$ cat src/rtl/cam_capture_param.sv
// cam_capture_param: camera byte-stream capture into a dual-port frame buffer.
// Assembles two camera bytes into one pixel, converts the pixel to the storage
// format, optionally decimates by DECIM in X and Y, and writes the result
// row-major through a single-cycle write port. Capture is either single-shot
// or continuous, under arm/continuous control.
//
// Ports:
//   clk            camera pixel clock, rising edge
//   rst            asynchronous active-low reset
//   CAM_px_data    camera data byte
//   CAM_href       line valid
//   CAM_vsync      frame blanking (high = blanking)
//   arm            level, starts a capture from IDLE
//   continuous     re-arm automatically after each frame
//   DP_RAM_regW    write strobe, one cycle per stored pixel
//   DP_RAM_addr_in write address (held between writes)
//   DP_RAM_data_in write data (held between writes)
//   frame_done     one-cycle pulse at the end of a captured frame
//   busy           high while a capture is armed or running
//   overflow       sticky: a kept pixel fell outside IMG_W x IMG_H
//   frame_cnt      completed frame count, wraps
module cam_capture_param #(
    parameter int unsigned AW    = 15,
    parameter int unsigned DW    = 12,
    parameter int unsigned IMG_W = 160,
    parameter int unsigned IMG_H = 120,
    parameter int unsigned DECIM = 1,
    parameter int unsigned FMT   = 0
) (
    input  logic          clk,
    input  logic          rst,
    input  logic [7:0]    CAM_px_data,
    input  logic          CAM_href,
    input  logic          CAM_vsync,
    input  logic          arm,
    input  logic          continuous,
    output logic          DP_RAM_regW,
    output logic [AW-1:0] DP_RAM_addr_in,
    output logic [DW-1:0] DP_RAM_data_in,
    output logic          frame_done,
    output logic          busy,
    output logic          overflow,
    output logic [7:0]    frame_cnt
);

    localparam int unsigned XW = $clog2(IMG_W + 1);
    localparam int unsigned YW = $clog2(IMG_H + 1);
    localparam int unsigned SW = (DECIM > 1) ? $clog2(DECIM) : 1;

    typedef enum logic [1:0] {
        S_IDLE    = 2'd0,
        S_WAIT    = 2'd1,
        S_CAPTURE = 2'd2,
        S_DONE    = 2'd3
    } state_t;

    state_t         state;
    logic           vs_q;
    logic           href_q;
    logic           phase;
    logic [7:0]     hi_q;
    logic [SW-1:0]  x_sub;
    logic [SW-1:0]  y_sub;
    logic [XW-1:0]  out_x;
    logic [YW-1:0]  out_y;
    logic [AW-1:0]  line_base;
    logic           line_kept;

    logic           frame_start;
    logic           frame_end;
    logic           line_end;
    logic           keep;
    logic           in_bounds;
    logic [SW-1:0]  x_sub_nxt;
    logic [SW-1:0]  y_sub_nxt;
    logic [DW-1:0]  pix;

    // Frame edges compare the registered vsync against the live input.
    assign frame_start = vs_q & ~CAM_vsync;
    assign frame_end   = ~vs_q & CAM_vsync;
    assign line_end    = href_q & ~CAM_href;

    assign keep      = (x_sub == '0) && (y_sub == '0);
    assign in_bounds = (out_x < XW'(IMG_W)) && (out_y < YW'(IMG_H));
    assign x_sub_nxt = (x_sub == SW'(DECIM - 1)) ? '0 : x_sub + SW'(1);
    assign y_sub_nxt = (y_sub == SW'(DECIM - 1)) ? '0 : y_sub + SW'(1);

    // Storage-format conversion of {latched high byte, current low byte}.
    always_comb begin
        pix = '0;
        case (FMT)
            1:       pix = DW'({hi_q[3:0], CAM_px_data});
            2:       pix = DW'({hi_q[7:5], hi_q[2:0], CAM_px_data[4:3]});
            default: pix = DW'({hi_q[7:4], hi_q[2:0], CAM_px_data[7], CAM_px_data[4:1]});
        endcase
    end

    // Capture control, byte assembly, decimation and write port.
    always_ff @(posedge clk or negedge rst) begin
        if (!rst) begin
            state          <= S_IDLE;
            vs_q           <= 1'b0;
            href_q         <= 1'b0;
            phase          <= 1'b0;
            hi_q           <= '0;
            x_sub          <= '0;
            y_sub          <= '0;
            out_x          <= '0;
            out_y          <= '0;
            line_base      <= '0;
            line_kept      <= 1'b0;
            DP_RAM_regW    <= 1'b0;
            DP_RAM_addr_in <= '0;
            DP_RAM_data_in <= '0;
            frame_done     <= 1'b0;
            busy           <= 1'b0;
            overflow       <= 1'b0;
            frame_cnt      <= '0;
        end else begin
            vs_q        <= CAM_vsync;
            DP_RAM_regW <= 1'b0;
            frame_done  <= 1'b0;

            case (state)
                S_IDLE: begin
                    href_q <= 1'b0;
                    phase  <= 1'b0;
                    if (arm) begin
                        state <= S_WAIT;
                        busy  <= 1'b1;
                    end
                end

                S_WAIT: begin
                    href_q <= 1'b0;
                    phase  <= 1'b0;
                    if (frame_start) begin
                        state     <= S_CAPTURE;
                        x_sub     <= '0;
                        y_sub     <= '0;
                        out_x     <= '0;
                        out_y     <= '0;
                        line_base <= '0;
                        line_kept <= 1'b0;
                        overflow  <= 1'b0;
                    end
                end

                S_CAPTURE: begin
                    if (frame_end) begin
                        // A partial line is dropped; an already issued write still lands.
                        state      <= S_DONE;
                        frame_done <= 1'b1;
                        frame_cnt  <= frame_cnt + 8'd1;
                        href_q     <= 1'b0;
                        phase      <= 1'b0;
                    end else begin
                        href_q <= CAM_href;
                        if (CAM_href) begin
                            if (!phase) begin
                                hi_q  <= CAM_px_data;
                                phase <= 1'b1;
                            end else begin
                                phase <= 1'b0;
                                x_sub <= x_sub_nxt;
                                if (keep) begin
                                    line_kept <= 1'b1;
                                    if (out_x < XW'(IMG_W)) begin
                                        out_x <= out_x + XW'(1);
                                    end
                                    if (in_bounds) begin
                                        DP_RAM_regW    <= 1'b1;
                                        DP_RAM_addr_in <= line_base + AW'(out_x);
                                        DP_RAM_data_in <= pix;
                                    end else begin
                                        overflow <= 1'b1;
                                    end
                                end
                            end
                        end else begin
                            // Odd trailing byte is discarded by clearing the phase.
                            phase <= 1'b0;
                            if (line_end) begin
                                x_sub     <= '0;
                                y_sub     <= y_sub_nxt;
                                out_x     <= '0;
                                line_kept <= 1'b0;
                                if (line_kept && (out_y < YW'(IMG_H))) begin
                                    out_y     <= out_y + YW'(1);
                                    line_base <= line_base + AW'(IMG_W);
                                end
                            end
                        end
                    end
                end

                S_DONE: begin
                    state <= continuous ? S_WAIT : S_IDLE;
                    busy  <= continuous;
                end

                default: begin
                    state <= S_IDLE;
                    busy  <= 1'b0;
                end
            endcase
        end
    end

endmodule

$ cat config.mk
export PLATFORM = sky130hd
export DESIGN_NAME = cam_capture_param
export DESIGN_NICKNAME = d
export VERILOG_FILES = /design/src/rtl/cam_capture_param.sv
export SDC_FILE = /design/constraint.sdc
export NUM_CORES = 1
export LEC_CHECK = 0
export CAP_MARGIN = 10
export CORE_UTILIZATION = 54
export CTS_CLUSTER_DIAMETER = 120
export CTS_CLUSTER_SIZE = 40
export DETAILED_ROUTE_END_ITERATION = 10
export PLACE_DENSITY = 0.81
export SKIP_LAST_GASP = 1
export SLEW_MARGIN = 20
export SYNTH_ARGS = -nofsm -noshare
export SYNTH_HDL_FRONTEND = slang
export SYNTH_SLANG_ARGS = --single-unit
export TNS_END_PERCENT = 100
$ cat constraint.sdc
create_clock -name clk -period 2.77 [get_ports clk]
set_input_delay 0.4155 -clock clk [delete_from_list [all_inputs] [get_ports clk]]
set_output_delay 0.4155 -clock clk [all_outputs]
set_load 0.05 [all_outputs]
==> results.md <==
* Outcome: finished with violations
* Failing checks: DRC
* FF+latch count, synth at 77
* Post-synth EDFFs at 0
* Fillers at approximately 470
* P per Cell Area at 921 nW/um2
* Slew @ Worst Pin at approximately 950 ps
* 1st-iter DRT viols at 147
* Crit. End Element: register
* Worst VDD drop at approximately 560 uV
* Port buffer count at 52
* Most frequent cell after synthesis: dfrtp_1
* Yosys warns at 0
* CTS buffer count at 9
* WHS at 213 ps
* # rows at 29
* Reg clk slew, reported paths at 80 ps
* Fmax at about 400 MHz
* Post-Syn Area at around 3700 um2
* WL/cell at 15.0 um
* Synth area leader: dfrtp_1
* Setup TNS at 0 ps
* Placed insts at 454
* Core Region at around 6500 um2
* Hold-fix buffers, CTS at 0
* Worst Setup Start Kind: register
* I/O pin count at 53
* Synth top area share at 52.4%
* Vias per inst at about 5.5
* Slew Limit Fails at 0
* Worst-Skew Late Latency at approximately 350 ps
* Mean Syn Cell Area at approximately 11 um2
* Post-Syn Instances at around 330
* Synth cell count leaders: dfrtp_1, nor2_1, mux2_2
* Root buf cell: clkbuf_8
* Global placer's final weighted congestion at roughly 0.84
* Placed Area at 4280 um2
* Worst setup margin at 288 ps
* Largest net degree at the start of global routing at slightly below 80
* GRT Util Overall at between 20% and 30%
* H-tree Lvls at 3
* Via count at ~2.6k
* Fin crit share at 89.6%
* Layout cells sized above 1 at between 10% and 20%
* Synth area leaders: dfrtp_1, mux2_2, ha_1
* Final Util at between 70% and 80%
* Die footprint at 7140 um2
* Die X at 84.5 um
* RSZ-0062 raised after global routing: no
* Hold WC Path Type: in2async
* CP Data Required Time at 3040 ps
* Max cap viols at 0
* Worst Skew at just over 6 ps
* DRT Pass-1 Iters at 7
* Sequential area share after synthesis at between 50% and 60%
* Power, Total at approximately 4.2 mW
* P&R area growth vs syn at 23.0%
* Initial Util at 56.9%
* Reg2reg start: state[0]$_DFFE_PN0P_
* Min cycle time layout at ~2500 ps
* Async set-reset flop share out of synthesis at 100%
* Final Instance Count excl. Fillers at 470
* First-pass GRT wire length at ~12000 um
* Finished layout cell area at 4520 um2
* Clock buffer depth at 2
* Area taken by flip-flops and latches at 1930 um2
* Post-CTS setup repair buffer count at 0
* R2r worst-path depth at 7
* CTS tree: built
* Die Y at roughly 85 um
* Initial antenna violation count at 0
* Area of the multi-input gates at around 1700 um2
* Post-DP HPWL at 4840 um
* Flop2flop setup slack at 290 ps
* Clock sink total at 77
* Crit path DAT at 2750 ps
* Reg2reg end: line_base[11]$_DFFE_PN0P_
* Worst-path fanout max at 9
* Count of final setup violators at 0
* Nets@finish at around 420
* CTS resizes at 0
* Post-DRT Antenna Nets at 0
* Type of the worst setup path: reg2reg
* Vias in the first global route at about 2.6k
* LEAKAGE at 2.09 nW
* Hold Violations, Final at 0
* # DRC at 1
* Pre-CTS setup slack at between 200 and 300 ps
* Yosys cell types at 47
* Global route overflow at 0
* Slew HR at between 30% and 40%
* N_diodes at 0
* Ys flop type: dfrtp_1
* Routed wire length at 7030 um
==> worst max-delay path: stages, from the launching register on <==
cell and delay (ps):
dfrtp_1 430, inv_1 140, ha_1 380, nand4b_4 160, a211oi_4 430, nand4_2 190, or4_1 510, a21oi_1 170
==> worst max-delay path by stage <==
stage / start / endpoint / slack [ps] / cells past startpoint
6_report: state[0]$_DFFE_PN0P_ / line_base[11]$_DFFE_PN0P_ / 290 / 7
5_1_grt: state[0]$_DFFE_PN0P_ / line_base[11]$_DFFE_PN0P_ / 140 / 7
4_1_cts: state[0]$_DFFE_PN0P_ / line_base[11]$_DFFE_PN0P_ / 300 / 7
3_5_place_dp: CAM_vsync / line_base[11]$_DFFE_PN0P_ / 260 / 6
3_3_place_gp: CAM_vsync / line_base[13]$_DFFE_PN0P_ / 370 / 6
2_1_floorplan: state[0]$_DFFE_PN0P_ / DP_RAM_data_in[0]$_DFFE_PN0P_ / 780 / 7
==> power by group <==
part,total [mW],internal [mW],switching [mW]
sequential,1.56,1.38,0.178
combinational,1.59,0.589,1.00
clock,1.01,0.599,0.414
==> final cells by class <==
cell class / instances / share of cell area (%)
clock inverter: 6 / 2.46
clock buffer: 10 / 2.82
tap: 77 / 2.13
inverter: 9 / 0.747
multi-input combinational: 232 / 36.6
timing repair buffer: 59 / 12.6
sequential: 77 / 42.6
==> layout by cell type, fill, tap and decap left out, types with 11 or more instances in the layout <==
cell and count:
mux2_2 27, ha_1 14, a21oi_1 19, clkdlybuf4s50_1 51, nand3_1 22, dfrtp_1 77
o21ai_0 11, nor2_1 36, xnor2_1 18, nand2_1 17, xor2_1 13
==> kinds of logic (layout without fill, tap and decap cells) <==
family / count (synthesis) / count (layout) / share of synthesized area (%)
DFF: 77 / 77 / 52.4
muxes: 27 / 27 / 8.27
xor gates and xnor gates: 31 / 31 / 7.38
AOI/OAI and AO/OA: 47 / 47 / 7.93
buffers and inverters: 18 / 84 / 2.69
adders and majority gates: 14 / 14 / 4.76
and+or+nand+nor: 111 / 111 / 16.5
other: 1 / 2 / 0.102
==> flip-flops by register name (all words and copies together), names as in the netlist <==
register / count
phase: 1
hi_q: 7
state: 2
busy: 1
DP_RAM_regW: 1
DP_RAM_data_in: 12
DP_RAM_addr_in: 15
overflow: 1
line_kept: 1
out_x: 8
vs_q: 1
out_y: 7
href_q: 1
frame_cnt: 8
frame_done: 1
line_base: 10
==> layer usage <==
layer  share of wire [%]  vias up  wire length [um]  track usage (%)
li1                    -     1266                 -                -
met1                  46     1250              3250             27.9
met2                  49       46              3450             35.2
met3                 3.3        9               230             4.52
met4                 1.4        0               100             8.63
met5                   0        -                 0                0
(Power assumes the default switching activity.)
